===== config.mk =====
export PLATFORM = sky130hd
export DESIGN_NAME = program_loader
export DESIGN_NICKNAME = d
export VERILOG_FILES = /design/src/rtl/program_loader.sv
export SDC_FILE = /design/constraint.sdc
export NUM_CORES = 1
export LEC_CHECK = 0
export BUFFER_PORTS_ARGS = -buffer_cell sky130_fd_sc_hd__buf_4
export CELL_PAD_IN_SITES_DETAIL_PLACEMENT = 1
export CELL_PAD_IN_SITES_GLOBAL_PLACEMENT = 1
export CORE_UTILIZATION = 35
export DETAILED_ROUTE_END_ITERATION = 8
export HOLD_SLACK_MARGIN = 0.12
export PLACE_DENSITY_LB_ADDON = 0.1
export REMOVE_ABC_BUFFERS = 1
export SYNTH_ARGS = -nofsm -noshare
export SYNTH_HDL_FRONTEND = slang
export SYNTH_SLANG_ARGS = --single-unit

===== constraint.sdc =====
create_clock -name clk -period 3.5 [get_ports clk]
set_input_delay 0.7 -clock clk [delete_from_list [all_inputs] [get_ports clk]]
set_output_delay 0.7 -clock clk [all_outputs]
set_load 0.05 [all_outputs]

===== src/rtl/program_loader.sv =====
// program_loader
//
// Boot-time loader that sits in front of the memory write port. It takes a
// length-prefixed program image from a UART receiver over a valid/ready byte
// stream. The image is the length low byte, the length high byte, the payload
// bytes and a closing checksum byte. Payload bytes are packed little-endian
// into 32-bit words and written with WORD mode from BASE_ADDRESS upward. The
// CPU is held in reset until the whole image is loaded and the 8-bit sum of
// the payload plus the checksum byte is zero.
//
// Optional feature (macro LOADER_VERIFY_EN): after each write the word is read
// back with readMode=WORD and compared against what was written. A mismatch
// ends the load in ERROR. Without the macro, readMode is tied to NONE and
// dataOutput is ignored.
//
// Ports:
//   clk        system clock
//   rst        synchronous active-high reset
//   start      one-cycle pulse; starts a load from IDLE, DONE or ERROR
//   rxData     incoming byte
//   rxValid    rxData is valid
//   rxReady    loader accepts a byte this cycle
//   address    memory byte address (word aligned)
//   data       write word; byte k is in data[8k+7:8k]
//   writeMode  3'h0 NONE / 3'h3 WORD
//   readMode   3'h0 NONE / 3'h3 WORD (verify only)
//   dataOutput memory read data (verify only)
//   holdCpu    keeps the CPU in reset
//   done       image loaded and checksum good (sticky)
//   error      load failed (sticky)
module program_loader #(
    parameter logic [31:0] BASE_ADDRESS = 32'h0000_0000,
    parameter int          MAX_BYTES    = 65536
) (
    input  logic        clk,
    input  logic        rst,
    input  logic        start,
    input  logic [7:0]  rxData,
    input  logic        rxValid,
    output logic        rxReady,
    output logic [31:0] address,
    output logic [31:0] data,
    output logic [2:0]  writeMode,
    output logic [2:0]  readMode,
    input  logic [31:0] dataOutput,
    output logic        holdCpu,
    output logic        done,
    output logic        error
);

    localparam logic [2:0] MODE_NONE = 3'h0;
    localparam logic [2:0] MODE_WORD = 3'h3;

    typedef enum logic [3:0] {
        IDLE, LEN_LO, LEN_HI, PAYLOAD, WRITE, VERIFY, NEXT, CHECKSUM, DONE, ERROR
    } state_t;

    state_t      state_reg;
    state_t      state_next;
    logic [15:0] len_reg;
    logic [16:0] count_reg;
    logic [7:0]  sum_reg;
    logic [31:0] address_reg;
    logic [31:0] data_reg;
    logic        relaunch_reg;
    logic        rx_ready_reg;
    logic [2:0]  write_mode_reg;
    logic        hold_cpu_reg;
    logic        done_reg;
    logic        error_reg;

    logic        accept;
    logic [15:0] len_full;
    logic        last_byte;

    assign accept    = rxValid && rx_ready_reg;
    assign len_full  = {rxData, len_reg[7:0]};
    // The byte being accepted now is the final payload byte.
    assign last_byte = (count_reg + 17'd1) == {1'b0, len_reg};

    always_comb begin
        state_next = state_reg;
        case (state_reg)
            IDLE:     if (start || relaunch_reg) state_next = LEN_LO;
            LEN_LO:   if (accept) state_next = LEN_HI;
            LEN_HI: begin
                if (accept) begin
                    if (int'({16'h0000, len_full}) > MAX_BYTES) state_next = ERROR;
                    else if (len_full == 16'h0000)              state_next = CHECKSUM;
                    else                                        state_next = PAYLOAD;
                end
            end
            PAYLOAD:  if (accept && (count_reg[1:0] == 2'd3 || last_byte)) state_next = WRITE;
`ifdef LOADER_VERIFY_EN
            WRITE:    state_next = VERIFY;
            VERIFY:   state_next = (dataOutput != data_reg) ? ERROR : NEXT;
`else
            WRITE:    state_next = NEXT;
`endif
            NEXT:     state_next = (count_reg == {1'b0, len_reg}) ? CHECKSUM : PAYLOAD;
            CHECKSUM: begin
                if (accept) state_next = (8'(sum_reg + rxData) == 8'h00) ? DONE : ERROR;
            end
            DONE:     if (start) state_next = IDLE;
            ERROR:    if (start) state_next = IDLE;
            default:  state_next = IDLE;
        endcase
    end

`ifdef LOADER_VERIFY_EN
    logic [2:0] read_mode_reg;
`endif

    always_ff @(posedge clk) begin
        if (rst) begin
            state_reg      <= IDLE;
            len_reg        <= 16'h0000;
            count_reg      <= 17'd0;
            sum_reg        <= 8'h00;
            address_reg    <= BASE_ADDRESS;
            data_reg       <= 32'h0000_0000;
            relaunch_reg   <= 1'b0;
            rx_ready_reg   <= 1'b0;
            write_mode_reg <= MODE_NONE;
            hold_cpu_reg   <= 1'b1;
            done_reg       <= 1'b0;
            error_reg      <= 1'b0;
`ifdef LOADER_VERIFY_EN
            read_mode_reg  <= MODE_NONE;
`endif
        end else begin
            case (state_reg)
                IDLE: begin
                    len_reg      <= 16'h0000;
                    count_reg    <= 17'd0;
                    sum_reg      <= 8'h00;
                    address_reg  <= BASE_ADDRESS;
                    data_reg     <= 32'h0000_0000;
                    relaunch_reg <= 1'b0;
                end
                LEN_LO: if (accept) len_reg[7:0] <= rxData;
                LEN_HI: if (accept) len_reg <= len_full;
                PAYLOAD: begin
                    if (accept) begin
                        data_reg[{count_reg[1:0], 3'b000} +: 8] <= rxData;
                        sum_reg   <= sum_reg + rxData;
                        count_reg <= count_reg + 17'd1;
                    end
                end
                NEXT: begin
                    address_reg <= address_reg + 32'd4;
                    data_reg    <= 32'h0000_0000;
                end
                // A start in a final state passes through IDLE so the
                // datapath is cleared, then continues to LEN_LO unprompted.
                DONE:  if (start) relaunch_reg <= 1'b1;
                ERROR: if (start) relaunch_reg <= 1'b1;
                default: ;
            endcase

            // Outputs are registered from the state being entered so they
            // line up with state_reg without any combinational decode.
            state_reg      <= state_next;
            rx_ready_reg   <= (state_next == LEN_LO) || (state_next == LEN_HI) ||
                              (state_next == PAYLOAD) || (state_next == CHECKSUM);
            write_mode_reg <= (state_next == WRITE) ? MODE_WORD : MODE_NONE;
            hold_cpu_reg   <= (state_next != DONE);
            done_reg       <= (state_next == DONE);
            error_reg      <= (state_next == ERROR);
`ifdef LOADER_VERIFY_EN
            read_mode_reg  <= (state_next == VERIFY) ? MODE_WORD : MODE_NONE;
`endif
        end
    end

    assign rxReady   = rx_ready_reg;
    assign address   = address_reg;
    assign data      = data_reg;
    assign writeMode = write_mode_reg;
    assign holdCpu   = hold_cpu_reg;
    assign done      = done_reg;
    assign error     = error_reg;

`ifdef LOADER_VERIFY_EN
    assign readMode = read_mode_reg;
`else
    logic unused_data_output;
    assign readMode           = MODE_NONE;
    assign unused_data_output = ^dataOutput;
`endif

endmodule

==> reports/metrics.csv <==
stage,metric,value,unit
detailed_routing,total routed wirelength,18920,um
layout,max reg flops,32,
floorplan,core area,16700,um2
synthesis,register area share after synthesis,0.3764,
synthesis,Post-Synthesis Cell Area,6010,um2
synthesis,top cell type's share of synthesized area,0.3764,
pwr,Leak,2.627,nW
sta,fin crit share,0.7742,
pwr,PwrDens,463.2,nW/um2
synthesis,simple-gate area share of the yosys netlist,0.2794,
sta,Max Clk Rate,369.0,MHz
critical_path,Worst setup SP type,flop,
cts,Root Buffer,clkbuf_16,
critical_path,Worst Setup SP,count_reg[0],
cts,clock latency on the worst-skew pair,0.42,ns
critical_path,flop2flop setup slack,0.79,ns
synthesis,Synth area leader,dfxtp_1,
floorplan,Std-Cell Rows,47,
global_route,pin count of the biggest net entering global routing,55,
pwr,maximum VDD drop,0.3112,mV
critical_path,Critical Path RT,3.81,ns
critical_path,critical path class,reg2reg,
global_route,grt total ovfl,0,
synthesis,Synth Instances,730,
synthesis,count of different cell masters after synthesis,74,
cts,# hold bufs at CTS,0,
hold_path,worst hold start,sum_reg[5],
detailed_routing,Remaining DRCs,0,
sta,Rel. slew slack,0.3291,
synthesis,commonest cells in the netlist,"nor2_1, dfxtp_1, a21oi_1",
cts,clk sinks,113,
cts,CTS tree,done,
cts,Clock Path Buffers,2,
synthesis,Post-synth EDFFs,0,
hold_path,hold endpoint,sum_reg[5],
placement,placed cells,992,
layout,layout cells sized above 1,0.1891,
detailed_routing,DR pass1 iterations,4,
global_route,first-pass GRT wire length,30780,um
layout,Fillers,2008,
sta,Setup TNS Final,0,ns
sta,final hold vios,0,
job,# Max-Cap Violations,0,
floorplan,die area,17700,um2
critical_path,critical path endpoint category,flop,
placement,Final Wtd Congestion,0.8137,
synthesis,post-synthesis mux area share,0.01478,
placement,PortBufs,79,
synthesis,Synth Flop Type,dfxtp_1,
floorplan,Die Height,133.0,um
placement,detailed placement HPWL,13400,um
critical_path,largest stage delay on the critical path,0.48,ns
detailed_routing,Vias,5692,
floorplan,Die Wd,133.0,um
synthesis,Adder-Cell Fraction of Synth Area,0.02832,
sta,# setup viols final,0,
layout,final net count,848,
synthesis,largest family of logic cells by synthesized area,simple AND/OR/NAND/NOR gates,
sta,Worst-Margin Slew,0.9979,ns
critical_path,Critical Path AT,3.02,ns
layout,Layout area overhead,20.28,%
synthesis,Synth area leaders,"dfxtp_1, nor2_1, a22oi_1, a21oi_1, nand3_1",
cts,setup bufs post-CTS,0,
hold_path,Hold Path Class,reg2reg,
cts,clk slew on worst S/H paths,0.06,ns
critical_path,Reg2Reg Launch Point,count_reg[0],
cts,PostCTS Resize Cnt,0,
cts,Num CTS Buffers,17,
synthesis,top-count cell post-synth,nor2_1,
critical_path,reg2reg end,holdCpu,
synthesis,YS warnings,0,
layout,final std cells w/o fill,1024,
detailed_routing,Initial DRC Count,357,
global_route,vias in the first global route,5822,
detailed_routing,drt wl/cell,18.47,um
synthesis,Yosys reg bits,113,
global_route,initial antenna violation count,0,
cts,CTS H-tree depth,4,
critical_path,crit-path cells,ha_1 -> nand3_4 -> o31a_1 -> or4_4 -> nand3_2 -> a41oi_2 -> a21oi_2 -> nand2b_2 -> or2_1,
sta,clk_skew,0.008934,ns
sta,RSZ-0062 raised after global routing,false,
hold_path,hold depth,2,
synthesis,XOR/XNOR Fraction of Synth Area,0.03935,
sta,minimum clock period,2.710,ns
synthesis,syn avg cell area,8.232,um2
critical_path,"Slowest-stage cell, CP",or4_4,
outcome,status,"finished, final reports clean",
floorplan,Initial Util,0.3598,
synthesis,Synth Area in Compound Gates,0.1995,
layout,# diodes,0,
global_route,GRT Resource Usage Total,0.2215,
critical_path,R2R depth,9,
sta,final slew viol count,0,
detailed_routing,Antenna Nets Post-Route,0,
synthesis,async set-reset flop share out of synthesis,0,
detailed_routing,DR vias/cell,5.559,
critical_path,maximum fanout along the worst path,8,
floorplan,io pins,118,
-- power by group --
group	total (mW)	switching (mW)	internal (mW)
registers	1.32	0.0176	1.30
logic	0.360	0.262	0.0980
clock network	1.67	0.731	0.939
total	3.35	1.01	2.34
-- critical path: cells and delay by family, from the launching register on --
family	cells	cell delay [ns]
compound gates	3	0.78
flops	1	0.35
simple gates	5	1.09
fa+ha+maj	1	0.39
-- area by class of cell --
type                       count  area, um2  area share
clock buffer                  17      425.4     0.05885
sequential                   113       2262      0.3130
inverter                      13      48.80    0.006751
clock inverter                15      137.6     0.01904
timing repair buffer          91      683.2     0.09451
tap                          220      275.3     0.03808
multi-input combinational    555       3396      0.4698
-- metrics by stage --
step	power, mW	setup WS (ns)	area [um2]	utilization	hold WS, ns
2_1_floorplan	1.551	0.8054	5707	-	0.4295
3_3_place_gp	1.699	0.4376	6665	0.3991	0.4563
3_5_place_dp	1.708	0.3867	6665	0.3991	0.4597
4_1_cts	3.390	0.7609	7228	0.4328	0.4702
5_1_grt	3.478	0.5417	7228	0.4328	0.4855
6_report	3.348	0.7901	7228	0.4328	0.4743
-- worst max path at each step --
stage / end / slack [ns]
6_report: holdCpu / 0.79
5_1_grt: data[28] / 0.54
4_1_cts: count_reg[11] / 0.76
3_5_place_dp: holdCpu / 0.39
3_3_place_gp: holdCpu / 0.44
2_1_floorplan: holdCpu / 0.81
-- layout by cell type, fill, tap and decap left out, drive strengths merged, types with 6 or more instances in the layout --
cell type / n
a21oi: 55
a22oi: 42
a31oi: 9
and3: 7
buf: 91
clkbuf: 17
conb: 6
dfxtp: 113
ha: 12
inv: 24
mux2: 7
nand2: 50
nand3: 44
nand3b: 9
nand4: 16
nor2: 116
nor2b: 6
nor3: 17
nor4: 16
o211ai: 7
o21a: 14
o21ai: 22
or2: 6
or3: 7
xnor2: 22
-- layer usage --
layer / part of all wire / routed length, um / track usage / vias up
li1: - / - / - / 2764
met1: 0.45 / 8531 / 0.2756 / 2820
met2: 0.50 / 9521 / 0.3790 / 87
met3: 0.032 / 599 / 0.04406 / 21
met4: 0.014 / 265 / 0.07663 / 0
met5: 0 / 0 / 0 / -
-- cells by family after synthesis --
family | after synthesis
other | 1
multiplexers | 8
adder cells (fa/ha/maj) | 13
flip-flops | 113
buffers and inverters | 67
AND/OR/NAND/NOR | 322
AO/OA/AOI/OAI | 179
XOR/XNOR | 27
Note: power is estimated with default switching activity, not from simulation.
